`config.mk`:
```
export PLATFORM = sky130hd
export DESIGN_NAME = mmio_bus_decoder
export DESIGN_NICKNAME = d
export VERILOG_FILES = /design/src/rtl/mmio_bus_pkg.sv /design/src/rtl/mmio_region_match.sv /design/src/rtl/mmio_bus_decoder.sv
export SDC_FILE = /design/constraint.sdc
export NUM_CORES = 1
export LEC_CHECK = 0
export CORE_ASPECT_RATIO = 0.5
export CORE_MARGIN = 1
export CORE_UTILIZATION = 35
export CTS_CLUSTER_DIAMETER = 50
export DETAILED_ROUTE_END_ITERATION = 16
export PLACE_DENSITY_LB_ADDON = 0.08
export SYNTH_ARGS = -nofsm -noshare
export SYNTH_HDL_FRONTEND = slang
export SYNTH_SLANG_ARGS = --single-unit
```
`constraint.sdc`:
```
create_clock -name cpu_clk -period 2.7 [get_ports cpu_clk]
set_clock_uncertainty 0.1 [all_clocks]
set_input_delay 0.27 -clock cpu_clk [delete_from_list [all_inputs] [get_ports cpu_clk]]
set_output_delay 0.27 -clock cpu_clk [all_outputs]
set_load 0.01 [all_outputs]
```
`src/rtl/mmio_bus_pkg.sv`:
```
// Shared types and helpers for the MMIO bus decoder and its region matcher.
package mmio_bus_pkg;

    localparam int MAX_SLV = 16;
    localparam int MAX_W   = 32;
    localparam int IDX_W   = 4;

    typedef logic [IDX_W-1:0] slv_idx_t;

    // Index reported when no region claims the address; only meaningful with hit=0.
    localparam slv_idx_t IDX_NONE = '0;

    typedef enum logic [1:0] {
        ST_IDLE   = 2'd0,
        ST_STROBE = 2'd1,
        ST_WAIT   = 2'd2,
        ST_RESP   = 2'd3
    } state_e;

    // Extract field idx (w bits wide) from a packed per-slave parameter vector.
    function automatic logic [MAX_W-1:0] field_of(input logic [MAX_SLV*MAX_W-1:0] vec,
                                                  input int idx, input int w);
        return MAX_W'(vec >> (idx * w));
    endfunction

    function automatic slv_idx_t to_idx(input int i);
        return slv_idx_t'(i);
    endfunction

endpackage

```
`src/rtl/mmio_region_match.sv`:
```
// Combinational address decode: instruction fetches go to the default slave,
// data accesses take the lowest-numbered matching region, then the default
// slave if enabled.
module mmio_region_match
    import mmio_bus_pkg::*;
#(
    parameter int                      ADDR_W   = 16,
    parameter int                      N_SLV    = 4,
    parameter logic [N_SLV*ADDR_W-1:0] SLV_BASE = '0,
    parameter logic [N_SLV*ADDR_W-1:0] SLV_MASK = '0,
    parameter int                      DEF_SLV  = N_SLV - 1,
    parameter bit                      DEF_EN   = 1'b1
) (
    input  logic [ADDR_W-1:0] addr_i,
    input  logic              instr_i,
    output logic              hit_o,
    output slv_idx_t          idx_o
);

    localparam logic [MAX_SLV*MAX_W-1:0] BASE_EXT = (MAX_SLV*MAX_W)'(SLV_BASE);
    localparam logic [MAX_SLV*MAX_W-1:0] MASK_EXT = (MAX_SLV*MAX_W)'(SLV_MASK);

    logic [N_SLV-1:0] match;

    for (genvar g = 0; g < N_SLV; g++) begin : g_region
        localparam logic [ADDR_W-1:0] BASE = ADDR_W'(field_of(BASE_EXT, g, ADDR_W));
        localparam logic [ADDR_W-1:0] MASK = ADDR_W'(field_of(MASK_EXT, g, ADDR_W));
        assign match[g] = ((addr_i & MASK) == BASE);
    end

    // Priority select; scanning downward leaves the lowest matching index.
    always_comb begin
        logic     hit;
        slv_idx_t idx;
        hit = 1'b0;
        idx = IDX_NONE;
        if (instr_i) begin
            hit = 1'b1;
            idx = to_idx(DEF_SLV);
        end else begin
            for (int i = N_SLV - 1; i >= 0; i--) begin
                if (match[i]) begin
                    hit = 1'b1;
                    idx = to_idx(i);
                end
            end
            if (!hit && DEF_EN) begin
                hit = 1'b1;
                idx = to_idx(DEF_SLV);
            end
        end
        hit_o = hit;
        idx_o = idx;
    end

endmodule

```
`src/rtl/mmio_bus_decoder.sv`:
```
// Registered MMIO transaction engine between the CPU data port and N slaves.
//
// state     | meaning
// ----------+-----------------------------------------------------------
// ST_IDLE   | waiting for an armed request; decode and latch on issue
// ST_STROBE | one-cycle read/write strobe to the selected slave
// ST_WAIT   | waiting for the selected slave's ready, bounded by TIMEOUT
// ST_RESP   | one-cycle m_ready (and s_done on a real completion)
module mmio_bus_decoder
    import mmio_bus_pkg::*;
#(
    parameter int                      ADDR_W   = 16,
    parameter int                      DATA_W   = 16,
    parameter int                      N_SLV    = 4,
    parameter logic [N_SLV*ADDR_W-1:0] SLV_BASE = '0,
    parameter logic [N_SLV*ADDR_W-1:0] SLV_MASK = '0,
    parameter int                      DEF_SLV  = N_SLV - 1,
    parameter bit                      DEF_EN   = 1'b1,
    parameter int                      TIMEOUT  = 255
) (
    input  logic                    cpu_clk,
    input  logic                    cpu_rst,
    input  logic [ADDR_W-1:0]       m_addr,
    input  logic [DATA_W-1:0]       m_wdata,
    input  logic                    m_read,
    input  logic                    m_write,
    input  logic                    m_instr,
    output logic [DATA_W-1:0]       m_rdata,
    output logic                    m_busy,
    output logic                    m_ready,
    output logic                    m_err,
    output logic [N_SLV-1:0]        s_read,
    output logic [N_SLV-1:0]        s_write,
    output logic [ADDR_W-1:0]       s_addr,
    output logic [DATA_W-1:0]       s_wdata,
    input  logic [N_SLV*DATA_W-1:0] s_rdata,
    input  logic [N_SLV-1:0]        s_ready,
    output logic [N_SLV-1:0]        s_done
);

    // A zero TIMEOUT disables the limit but still needs a one-bit counter.
    localparam int CNT_W = (TIMEOUT > 0) ? $clog2(TIMEOUT + 1) : 1;

    state_e              state_q, state_d;
    logic                armed_q, armed_d;
    slv_idx_t            idx_q, idx_d;
    logic [CNT_W-1:0]    cnt_q, cnt_d;
    logic [ADDR_W-1:0]   s_addr_q, s_addr_d;
    logic [DATA_W-1:0]   s_wdata_q, s_wdata_d;
    logic [DATA_W-1:0]   m_rdata_q, m_rdata_d;
    logic                m_busy_q, m_busy_d;
    logic                m_ready_q, m_ready_d;
    logic                m_err_q, m_err_d;
    logic [N_SLV-1:0]    s_read_q, s_read_d;
    logic [N_SLV-1:0]    s_write_q, s_write_d;
    logic [N_SLV-1:0]    s_done_q, s_done_d;

    logic                hit;
    slv_idx_t            hit_idx;
    logic                sel_ready;
    logic [DATA_W-1:0]   sel_rdata;
    logic                timed_out;

    function automatic logic [N_SLV-1:0] onehot(input slv_idx_t idx);
        logic [N_SLV-1:0] v;
        v = '0;
        for (int k = 0; k < N_SLV; k++) begin
            if (idx == to_idx(k)) v[k] = 1'b1;
        end
        return v;
    endfunction

    mmio_region_match #(
        .ADDR_W   (ADDR_W),
        .N_SLV    (N_SLV),
        .SLV_BASE (SLV_BASE),
        .SLV_MASK (SLV_MASK),
        .DEF_SLV  (DEF_SLV),
        .DEF_EN   (DEF_EN)
    ) u_match (
        .addr_i  (m_addr),
        .instr_i (m_instr),
        .hit_o   (hit),
        .idx_o   (hit_idx)
    );

    // Only the latched slave's ready/rdata matter; every other slave is ignored.
    always_comb begin
        sel_ready = 1'b0;
        sel_rdata = '0;
        for (int k = 0; k < N_SLV; k++) begin
            if (idx_q == to_idx(k)) begin
                sel_ready = s_ready[k];
                sel_rdata = s_rdata[k*DATA_W +: DATA_W];
            end
        end
    end

    assign timed_out = (TIMEOUT != 0) && (cnt_q == CNT_W'(TIMEOUT));

    // Next-state and next-output logic; all outputs are registered from these.
    always_comb begin
        state_d   = state_q;
        armed_d   = armed_q;
        idx_d     = idx_q;
        cnt_d     = cnt_q;
        s_addr_d  = s_addr_q;
        s_wdata_d = s_wdata_q;
        m_rdata_d = m_rdata_q;
        m_err_d   = 1'b0;
        m_ready_d = 1'b0;
        s_read_d  = '0;
        s_write_d = '0;
        s_done_d  = '0;
        unique case (state_q)
            ST_IDLE: begin
                if (!m_read && !m_write) armed_d = 1'b1;
                if (armed_q && (m_read || m_write)) begin
                    s_addr_d  = m_addr;
                    s_wdata_d = m_wdata;
                    idx_d     = hit_idx;
                    if (hit) begin
                        state_d = ST_STROBE;
                        cnt_d   = '0;
                        if (m_write) s_write_d = onehot(hit_idx);
                        else         s_read_d  = onehot(hit_idx);
                    end else begin
                        state_d   = ST_RESP;
                        m_ready_d = 1'b1;
                        m_err_d   = 1'b1;
                        m_rdata_d = '0;
                    end
                end
            end
            ST_STROBE, ST_WAIT: begin
                if (cnt_q != '1) cnt_d = cnt_q + 1'b1;
                if (sel_ready) begin
                    state_d   = ST_RESP;
                    m_ready_d = 1'b1;
                    m_rdata_d = sel_rdata;
                    s_done_d  = onehot(idx_q);
                end else if ((state_q == ST_WAIT) && timed_out) begin
                    state_d   = ST_RESP;
                    m_ready_d = 1'b1;
                    m_err_d   = 1'b1;
                    m_rdata_d = '1;
                end else begin
                    state_d = ST_WAIT;
                end
            end
            ST_RESP: begin
                state_d = ST_IDLE;
                armed_d = 1'b0;
            end
            default: state_d = ST_IDLE;
        endcase
        m_busy_d = (state_d != ST_IDLE);
    end

    // State and output registers; reset truncates any transaction in flight.
    always_ff @(posedge cpu_clk or posedge cpu_rst) begin
        if (cpu_rst) begin
            state_q   <= ST_IDLE;
            armed_q   <= 1'b1;
            idx_q     <= IDX_NONE;
            cnt_q     <= '0;
            s_addr_q  <= '0;
            s_wdata_q <= '0;
            m_rdata_q <= '0;
            m_busy_q  <= 1'b0;
            m_ready_q <= 1'b0;
            m_err_q   <= 1'b0;
            s_read_q  <= '0;
            s_write_q <= '0;
            s_done_q  <= '0;
        end else begin
            state_q   <= state_d;
            armed_q   <= armed_d;
            idx_q     <= idx_d;
            cnt_q     <= cnt_d;
            s_addr_q  <= s_addr_d;
            s_wdata_q <= s_wdata_d;
            m_rdata_q <= m_rdata_d;
            m_busy_q  <= m_busy_d;
            m_ready_q <= m_ready_d;
            m_err_q   <= m_err_d;
            s_read_q  <= s_read_d;
            s_write_q <= s_write_d;
            s_done_q  <= s_done_d;
        end
    end

    assign m_rdata = m_rdata_q;
    assign m_busy  = m_busy_q;
    assign m_ready = m_ready_q;
    assign m_err   = m_err_q;
    assign s_read  = s_read_q;
    assign s_write = s_write_q;
    assign s_addr  = s_addr_q;
    assign s_wdata = s_wdata_q;
    assign s_done  = s_done_q;

endmodule

```
* Word-level counts from Yosys, hierarchy flattened
Cells that the tools add are included. Widths: inputs -> output; s select.
Cells by class: eq/ne operators 14, $add $sub $neg 1, reductions and logical operators 18, multiplexer cells 43
Operator list (count):
- $mux 16 | 6
- $mux 4 | 8
- $mux 1 | 21
- $eq 4x2->1 const B | 4
- $mux 8 | 2
- $pmux 8 s2 | 1
- $add 8x1->8 const B | 1
- $eq 4x1->1 const B | 2
- $eq 8x8->1 const B | 1
- $logic_not 4->1 | 2
- $ne 8x8->1 const B | 1
- $reduce_bool 2->1 | 4
- $mux 2 | 3
- $ne 2x2->1 const B | 3
- $pmux 2 s3 | 1
- $reduce_and 2->1 | 3
- $eq 2x2->1 const B | 2
- $logic_and 1x1->1 | 3
- $reduce_and 3->1 | 1
- $eq 2x1->1 const B | 1
- $logic_not 1->1 | 2
- $logic_not 2->1 | 1
- $pmux 1 s2 | 1
- $reduce_or 2->1 | 1
- $logic_or 1x1->1 | 1
Word-level totals: register bits after elaboration 78, output and inout bits 63, input port bits 105, word-level logic and storage cells 89

* Longest topological paths before layout
Gate-level depths: netlist of run 1.
depth in word-level cells 8, mapped depth 7, depth with buffers taken out 6

* Cells and area by module
Synthesis of run 1 repeated with hierarchy kept, for this count alone.
Second synthesis, totals: cells, all modules 290, area total of the unflattened synthesis 3744.8 um^2
By module, submodules not included:
- mmio_bus_decoder | instances 1, cells each 283, area an instance 3699.8 um^2, sequential area each 1953.1 um^2
- mmio_region_match | instances 1, cells each 7, area an instance 45.0 um^2, sequential area each 0.0 um^2

* Worst setup path before layout of run 1
OpenSTA, ideal clock, no wires.
path type reg-to-reg, start register state_q[0], end register cnt_q[5], cell stages (with the launch flop) 8, slack 802 ps, library setup time 78 ps, buffers on the path 1, clock period less this slack 1898 ps, data arrival time 1721 ps, data required time 2522 ps, path through dfrtp_1 > inv_1 > ha_1 > buf_2 > and2b_1 > o22ai_4 > or4_1 > a21oi_1
On the way: longest elaborated chain between the ends 4, elaborated cells between the ends (all ways) 9, classes of those cells eq/ne: 4; mux: 1; reduce/logical: 4
RTL lines:
- start, declared | line mmio_bus_decoder.sv:44 | state_e state_q, state_d;
- start signal, assigned | line mmio_bus_decoder.sv:177 | state_q <= state_d;
- $eq 2x2->1 or $eq 2x1->1 (tied branches) | line mmio_bus_decoder.sv:115 | unique case (state_q)
- $reduce_or 2->1 | line mmio_bus_decoder.sv:115
- $ne 2x2->1 (no source line) or $reduce_bool 2->1 (tied branches)
- $reduce_and 3->1 (no source line)
- end signal, assigned | line mmio_bus_decoder.sv:180 | cnt_q <= cnt_d;
- end, declared | line mmio_bus_decoder.sv:47 | logic [CNT_W-1:0] cnt_q, cnt_d;
Parallel ways exist; a longest one is shown, timed or not. A chain may end at the register's enable or synchronous reset.

* Worst setup path after layout of run 1
start register state_q[0], end register cnt_q[7]
Same word-level chain as after synthesis.

==> flow_metrics.env, run 1 <==
export IMPL_status="completed"
export IMPL_crit_required_ps=2860
export IMPL_grt_pass1_vias=2465
export IMPL_io_buffers=127
export IMPL_routabilityCongestion=0.758
export IMPL_path_delay_family="simple AND/OR/NAND/NOR gates"
export IMPL_area_growth_pct=58.9
export IMPL_synthArstFlopShare_pct=100
export IMPL_grt_overflow=0
export IMPL_ir_drop_mv=0.593
export IMPL_cts_setup_buffers=0
export IMPL_ys_ff_latch=69
export IMPL_r2r_start="state_q[0]"
export IMPL_cts_sinks=69
export IMPL_drv_cap=0
export IMPL_cp_data_arrival_time_ps=2270
export IMPL_worst_pin_slew_ps=685
export IMPL_worstSkewPairLatency_ps=330
export IMPL_seqCellArea_um2=1730
export IMPL_grt_max_degree=36
export IMPL_grt_usage_pct=17.2
export IMPL_crit_buf_inv=1
export IMPL_drc_errors=0
export IMPL_p_per_area_nw_per_um2=1110
export IMPL_ys_flop_type="dfrtp_1"
export IMPL_dieWidth_um=132
export IMPL_crit_path_max_fanout=10
export IMPL_min_path_type="in2async"
export IMPL_multiInputGateArea_um2=1060
export IMPL_power_mw=5.22
export IMPL_postCtsHoldBufs=0
export IMPL_drive_gt1_share_pct=6.16
export IMPL_reg2reg_slack_ps=590
export IMPL_nNetsFinal=543
export IMPL_rsz0062_at_grt="no"
export IMPL_initial_core_util_pct=36.6
export IMPL_vias=2523
export IMPL_antenna_cells=0
export IMPL_crit_slowest_cell="or4_1"
export IMPL_ys_warnings_count=0
export IMPL_drt_pre_antenna_iters=5
export IMPL_cts_buffers=9
export IMPL_synth_area_um2=2960
export IMPL_finalHoldViolations=0
export IMPL_synth_cell_types=34
export IMPL_reg2regPathDepth=6
export IMPL_clock_path_buffers=2
export IMPL_setup_viol=0
export IMPL_synth_top_area_cell="dfrtp_1"
export IMPL_die_h_um=67.0
export IMPL_period_needed_ps=2110
export IMPL_wl_per_cell_um=12.9
export IMPL_drtAntennaViolNets=0
export IMPL_coreArea_um2=8090
export IMPL_hold_slack_ps=157
export IMPL_power_leakage_nw=2.29
export IMPL_max_slew_margin_pct=54.3
export IMPL_num_rows=23
export IMPL_totalWireLength_um=7070
export IMPL_ys_seq_area_share_pct=58.4
export IMPL_synth_area_per_cell_um2=9.73
export IMPL_yosys_top_cells_count="nand2_1 (109), dfrtp_1 (68), inv_1 (21), mux2i_1 (17), o22ai_1 (16)"
export IMPL_drtIter0Drc=88
export IMPL_htree_levels=3
export IMPL_cp_num_cells=6
export IMPL_antenna_found_initial=0
export IMPL_cts_root_buf="clkbuf_16"
export IMPL_io_pins=168
export IMPL_cp_end_kind="flip-flop"
export IMPL_cpPeakStageDelay_ps=480
export IMPL_tns_ps=0
export IMPL_grt_pass1_wl_um=11500
export IMPL_path_class="reg2reg"
export IMPL_worst_setup_path_start_kind="flip-flop"
export IMPL_ys_top_cells_by_area="dfrtp_1 (58%), nand2_1 (14%), mux2i_1 (5.8%)"
export IMPL_r2r_end="cnt_q[7]"
export IMPL_routed_via_density=4.59
export IMPL_crit_chain="inv_1 -> ha_1 -> and2b_1 -> o22ai_4 -> or4_1 -> a21oi_1"
export IMPL_slew_viol_final=0
export IMPL_dpl_hpwl_um=5000
export IMPL_n_fill_cell=696
export IMPL_clk_pin_slew_ps=60
export IMPL_die_area_um2=8850
export IMPL_cts_resized=0
export IMPL_synth_edf_count=0
export IMPL_cts_tree="built"
export IMPL_synth_most_common_cell="nand2_1"
export IMPL_netlist_area_leader_share_pct=57.5
export IMPL_fin_crit_sh_pct=78.2
export IMPL_syn_inst=304
export IMPL_fmax_mhz=474
-- area by class of cell --
cell class / instances / share of cell area (%)
Sequential cell: 69 / 36.8
Timing Repair Buffer: 132 / 28.1
Multi-Input combinational cell: 200 / 22.6
Clock buffer: 9 / 4.79
Clock inverter: 7 / 3.11
Tap cell: 112 / 2.98
Inverter: 21 / 1.68
-- per-layer routing --
layer / vias to the layer above / track usage, % / routed length [µm]
met5: - / 0 / 0
met4: 0 / 6.25 / 100
met3: 9 / 8.60 / 607
met2: 96 / 28.8 / 3270
met1: 1180 / 19.3 / 3090
li1: 1238 / - / -
-- worst max path at each step --
stage	end	start	slack, ps
2_1_floorplan	cnt_q[0]	cpu_rst	590
3_3_place_gp	cnt_q[7]	m_write	590
3_5_place_dp	cnt_q[7]	m_write	550
4_1_cts	cnt_q[7]	state_q[0]	580
5_1_grt	cnt_q[6]	state_q[0]	450
6_report	cnt_q[7]	state_q[0]	590
-- cells by family after synthesis --
kind of cell	Yosys count	share of synthesized area, %
simple gates	134	18.8
flops	69	58.4
buf+inv	40	6.38
compound gates	37	8.16
mux	17	5.75
fa+ha+maj	5	2.11
other cells	1	0.127
xor+xnor	1	0.296
-- layout by cell type, fill, tap and decap left out, drive strengths merged, types with 5 or more instances in the layout --
cell,synthesis,final
mux2i,17,17
o22ai,17,17
clkdlybuf4s50,0,127
nand2,110,110
nor2,6,6
a21oi,6,6
conb,1,6
dfrtp,68,68
ha,5,5
clkbuf,8,9
o21ai,9,9
inv,21,22
buf,11,5
-- where the power goes --
part	switching (mW)	leakage (nW)	internal, mW
logic	1.03	1.28	1.06
registers	0.232	0.838	1.45
clock network	0.447	0.180	1.00
-- sequential cells by signal (all words and copies together) (netlist names), 2 cells and up --
signal / count
cnt_q: 8
m_rdata: 16
s_addr: 16
s_done: 2
s_read: 2
s_wdata: 16
s_write: 2
state_q: 2
-- metrics by stage --
step                      cell area, µm²  util, %  setup slack (ps)  cells
after CTS                           4700     58.1               578    550
after global routing                4700     58.1               454    550
after global placement              4330     53.5               595    534
after detailed placement            4330     53.5               555    534
after floorplan                     2980        -               592    309
final                               4700     58.1               589    550
Note: power is estimated with default switching activity, not from simulation.
==> inputs of run 2 (changes only) <==
==> constraint.sdc (replaced) <==
create_clock -name cpu_clk -period 2 [get_ports cpu_clk]
set_clock_uncertainty 0.1 [all_clocks]
set_input_delay 0.2 -clock cpu_clk [delete_from_list [all_inputs] [get_ports cpu_clk]]
set_output_delay 0.2 -clock cpu_clk [all_outputs]
set_load 0.01 [all_outputs]
==> flow_metrics.env, run 2 (synthesis gave the netlist of run 1 again) <==
export IMPL_nNetsFinal=553
export IMPL_crit_chain="inv_1 -> ha_4 -> and2b_2 -> o22ai_4 -> or4_1 -> a21oi_1"
export IMPL_drv_cap=0
export IMPL_die_area_um2=8850
export IMPL_crit_required_ps=2150
export IMPL_setup_viol=0
export IMPL_postCtsHoldBufs=0
export IMPL_worst_pin_slew_ps=616
export IMPL_placed_cell_area_um2=4390
export IMPL_dpl_hpwl_um=5120
export IMPL_drt_pre_antenna_iters=4
export IMPL_grt_pass1_vias=2502
export IMPL_layout_commonest_cell="clkdlybuf4s50_1"
export IMPL_ir_drop_mv=0.610
export IMPL_drtIter0Drc=58
export IMPL_drive_gt1_share_pct=8.95
export IMPL_totalWireLength_um=7310
export IMPL_period_needed_ps=1880
export IMPL_clk_pin_slew_ps=50
export IMPL_status="completed"
export IMPL_finalHoldViolations=0
export IMPL_routed_via_density=4.55
export IMPL_met3_usage_pct=7.31
export IMPL_fin_area_um2=4720
export IMPL_p_per_area_nw_per_um2=1440
export IMPL_vias=2541
export IMPL_grt_overflow=0
export IMPL_layout_common_cells="clkdlybuf4s50_1 (127), nand2_1 (109), dfrtp_1 (68)"
export IMPL_grt_max_degree=61
export IMPL_grt_busiest_layer="met2"
export IMPL_antenna_cells=0
export IMPL_path_class="reg2reg"
export IMPL_grt_usage_pct=17.6
export IMPL_finalNonFillerCells=559
export IMPL_grt_met1_usage_pct=21.2
export IMPL_power_leakage_nw=2.29
export IMPL_worst_setup_path_start_kind="flip-flop"
export IMPL_htree_levels=3
export IMPL_slew_viol_final=0
export IMPL_max_slew_margin_pct=58.8
export IMPL_crit_path_max_fanout=6
export IMPL_wl_per_cell_um=13.1
export IMPL_routabilityCongestion=0.773
export IMPL_dieWidth_um=132
export IMPL_use_met2_pct=28.5
export IMPL_min_path_type="in2async"
export IMPL_initial_core_util_pct=36.6
export IMPL_cp_end_kind="flip-flop"
export IMPL_tns_ps=0
export IMPL_cts_root_buf="clkbuf_16"
export IMPL_cts_sinks=69
export IMPL_cpPeakStageDelay_ps=480
export IMPL_die_h_um=67.0
export IMPL_crit_slowest_cell="or4_1"
export IMPL_grt_pass1_wl_um=11800
export IMPL_cp_data_arrival_time_ps=2030
export IMPL_rsz0062_at_grt="no"
export IMPL_dp_cells=542
export IMPL_cts_tree="built"
export IMPL_antenna_found_initial=0
export IMPL_worstSkewPairLatency_ps=330
export IMPL_coreArea_um2=8090
export IMPL_clock_path_buffers=2
export IMPL_drtAntennaViolNets=0
export IMPL_fmax_mhz=533
export IMPL_area_growth_pct=59.4
export IMPL_io_buffers=127
export IMPL_io_pins=168
export IMPL_num_rows=23
export IMPL_cts_buffers=9
export IMPL_fin_crit_sh_pct=93.8
export IMPL_drc_errors=0
## run 2: cell count changes in the layout (fill, tap and decap cells not counted), moves of 2 or more
cell / before / now
clkbuf_1: 0 / 2
clkbuf_8: 0 / 3
bufinv_16: 4 / 0
ha_1: 5 / 3
buf_4: 4 / 14
clkinv_4: 2 / 0
## run 2: layout make-up
cell class / instances / area [µm²]
Multi-Input combinational cell: 200 / 1090
Timing Repair Buffer: 142 / 1400
Sequential cell: 69 / 1730
Fill cell: 666 / 3370
Inverter: 21 / 82.6
Tap cell: 112 / 140
Clock buffer: 14 / 274
Clock inverter: 1 / 5.00
## run 2: worst max-delay path: cells and delay by family (launching register included)
kind,cells,cell delay [ps]
AND/OR/NAND/NOR,2,670
AO/OA/AOI/OAI,2,260
adder cells (fa/ha/maj),1,300
buffers and inverters,1,100
flip-flops,1,370
## run 2: per-stage QoR
step / util [%] / setup WS, ps / hold slack, ps / power (mW)
2_1_floorplan: - / 102 / 170 / 3.76
3_3_place_gp: 54.3 / 107 / 358 / 5.18
3_5_place_dp: 54.3 / 42.2 / 362 / 5.29
4_1_cts: 57.8 / 34.2 / 59.0 / 6.80
5_1_grt: 58.3 / 1.50 / 79.9 / 7.32
6_report: 58.3 / 125 / 60.3 / 6.81
## run 2: routing by layer
layer,vias up,wire [µm]
li1,1257,-
met1,1190,3270
met2,86,3440
met3,8,544
met4,0,66
met5,-,0
## run 2: timing repair
| item | CTS | global route |
|---|---|---|
| buffers inserted | 0 | 2 |
| resized for setup | 0 | 7 |
| endpoints found under the setup margin | 0 | 5 |
## run 2: final timing paths
path,start,to,slack [ps],depth (start not counted)
max,state_q[1],cnt_q[5],120,6
min in group cpu_clk,m_addr[6],s_addr[6],300,3
min reg2reg,s_addr[1],s_addr[1],370,2
min,cpu_rst,m_rdata[8],60,2
max reg2reg,state_q[1],cnt_q[5],120,6
max in group asynchronous,cpu_rst,armed_q,1140,3
## run 2: where the power goes
| part | total, mW | switching (mW) | leakage, nW | internal [mW] |
|---|---|---|---|---|
| Combinational | 3.06 | 1.44 | 1.31 | 1.62 |
| Clock | 1.47 | 0.538 | 0.139 | 0.931 |
| Sequential | 2.28 | 0.327 | 0.838 | 1.96 |
==> inputs of run 3 (changes only) <==
--- a/config.mk
+++ b/config.mk
@@ -8,9 +8,10 @@
 export CORE_ASPECT_RATIO = 0.5
 export CORE_MARGIN = 1
 export CORE_UTILIZATION = 35
-export CTS_CLUSTER_DIAMETER = 50
+export CTS_CLUSTER_DIAMETER = 80
 export DETAILED_ROUTE_END_ITERATION = 16
 export PLACE_DENSITY_LB_ADDON = 0.08
+export SETUP_SLACK_MARGIN = 0.5
 export SYNTH_ARGS = -nofsm -noshare
 export SYNTH_HDL_FRONTEND = slang
 export SYNTH_SLANG_ARGS = --single-unit
==> flow_metrics.env, run 3 (synthesis gave the netlist of run 1 again) <==
export IMPL_vias=2656
export IMPL_wl_per_cell_um=14.3
export IMPL_coreArea_um2=8090
export IMPL_place_worst_setup_slack_ps=104
export IMPL_die_h_um=67.0
export IMPL_drv_cap=0
export IMPL_setup_ws_ps=213
export IMPL_min_path_type="in2async"
export IMPL_cts_tree="built"
export IMPL_totalWireLength_um=8060
export IMPL_ir_drop_mv=0.647
export IMPL_drt_pre_antenna_iters=4
export IMPL_nNetsFinal=558
export IMPL_reg2regPathDepth=6
export IMPL_area_growth_pct=64.0
export IMPL_rsz0062_at_grt="yes"
export IMPL_fin_crit_sh_pct=89.3
export IMPL_initial_core_util_pct=36.6
export IMPL_p_per_area_nw_per_um2=1420
export IMPL_num_rows=23
export IMPL_status="completed"
export IMPL_routed_via_density=4.72
export IMPL_worstSkewPairLatency_ps=330
export IMPL_drtIter0Drc=135
export IMPL_grt_overflow=0
export IMPL_finalHoldViolations=0
export IMPL_crit_path_max_fanout=5
export IMPL_routabilityCongestion=0.776
export IMPL_drc_errors=0
export IMPL_path_class="reg2reg"
export IMPL_cp_data_arrival_time_ps=1940
export IMPL_cts_sinks=69
export IMPL_tns_ps=0
export IMPL_drive_gt1_share_pct=12.9
export IMPL_die_area_um2=8850
export IMPL_max_slew_margin_pct=53.4
export IMPL_reg2reg_slack_ps=210
export IMPL_fmax_mhz=560
export IMPL_io_buffers=127
export IMPL_antenna_cells=0
export IMPL_setup_viol=0
export IMPL_layout_commonest_cell="nand2_1"
export IMPL_r2r_end="cnt_q[4]"
export IMPL_dpl_hpwl_um=5400
export IMPL_crit_required_ps=2160
export IMPL_dieWidth_um=132
export IMPL_cp_end_kind="flip-flop"
export IMPL_drtAntennaViolNets=0
export IMPL_grt_usage_pct=18.6
export IMPL_slew_viol_final=0
export IMPL_cts_root_buf="clkbuf_16"
export IMPL_io_pins=168
export IMPL_worst_setup_path_start_kind="flip-flop"
export IMPL_grt_pass1_vias=2573
export IMPL_worst_pin_slew_ps=698
export IMPL_grt_pass1_wl_um=12300
export IMPL_cts_buffers=9
export IMPL_period_needed_ps=1790
export IMPL_antenna_found_initial=0
export IMPL_clock_path_buffers=2
export IMPL_r2r_start="state_q[0]"
export IMPL_layout_common_cells="nand2_1 (106), clkdlybuf4s50_1 (71), dfrtp_1 (68)"
export IMPL_clk_pin_slew_ps=50
export IMPL_grt_max_degree=35
export IMPL_power_leakage_nw=2.51
export IMPL_htree_levels=3
run 3: cell types whose count changed in the layout (fill, tap and decap cells not counted), moves of 3 or more:
cell and delta:
clkdlybuf4s50_1 -56, dlygate4sd2_1 +52, buf_4 -5, dlymetal6s2s_1 +4, o21ai_0 -4, buf_12 +3, buf_6 +3, clkbuf_16 +3
nand2_1 -3, o21ai_2 +3
run 3: worst max-delay path, stage by stage, from the launching register on:
cell and delay [ps]:
dfrtp_1 390, inv_2 120, ha_4 220, nand4_1 160
o221ai_2 190, or3_1 370, a21oi_2 150
run 3: worst max-delay path by stage:
stage | from | to | slack [ps] | depth (start not counted)
after detailed placement | m_read | cnt_q[5] | 100 | 5
after floorplan | state_q[1] | cnt_q[7] | 270 | 7
after CTS | state_q[0] | cnt_q[4] | 240 | 6
after global routing | cnt_q[1] | cnt_q[4] | 110 | 5
after global placement | m_read | cnt_q[7] | 190 | 5
final | state_q[0] | cnt_q[4] | 210 | 6
run 3: area by class of cell:
| type | count | area [µm²] |
|---|---|---|
| timing repair buffer | 147 | 1490 |
| clock inverter | 2 | 10.0 |
| inverter | 21 | 82.6 |
| tap | 112 | 140 |
| sequential | 69 | 1730 |
| fill | 683 | 3230 |
| clock buffer | 12 | 256 |
| multi-input combinational | 200 | 1150 |
run 3: repair_timing:
item	4_1_cts	5_1_grt
hold buffers	0	0
gates resized for setup	62	19
setup endpoints to repair	112	33
buffers inserted	6	3
pin swaps	2	6
gates cloned	0	3
run 3: report_power, final:
group | leakage [nW] | internal (mW) | total (mW) | switching, mW
logic | 1.54 | 1.58 | 3.20 | 1.62
clock network | 0.134 | 0.887 | 1.43 | 0.546
registers | 0.838 | 1.96 | 2.27 | 0.310
run 3: per-stage QoR:
| stage | cells | util [%] | total power, mW | instance area (µm²) | hold slack, ps |
|---|---|---|---|---|---|
| after global routing | 563 | 60.0 | 7.40 | 4850 | 217 |
| final | 563 | 60.0 | 6.90 | 4850 | 167 |
| after CTS | 557 | 58.1 | 6.66 | 4700 | 187 |
| after floorplan | 309 | - | 3.84 | 3020 | 170 |
| after detailed placement | 537 | 54.5 | 5.32 | 4410 | 362 |
| after global placement | 537 | 54.5 | 5.20 | 4410 | 358 |
run 3: per-layer routing:
metal	global-route usage, %	share of wire (%)	vias to the layer above
met5	0	0	-
met2	31.9	50	90
met1	21.0	41	1289
met4	5.81	0.82	0
met3	8.30	8.2	6
li1	-	-	1271
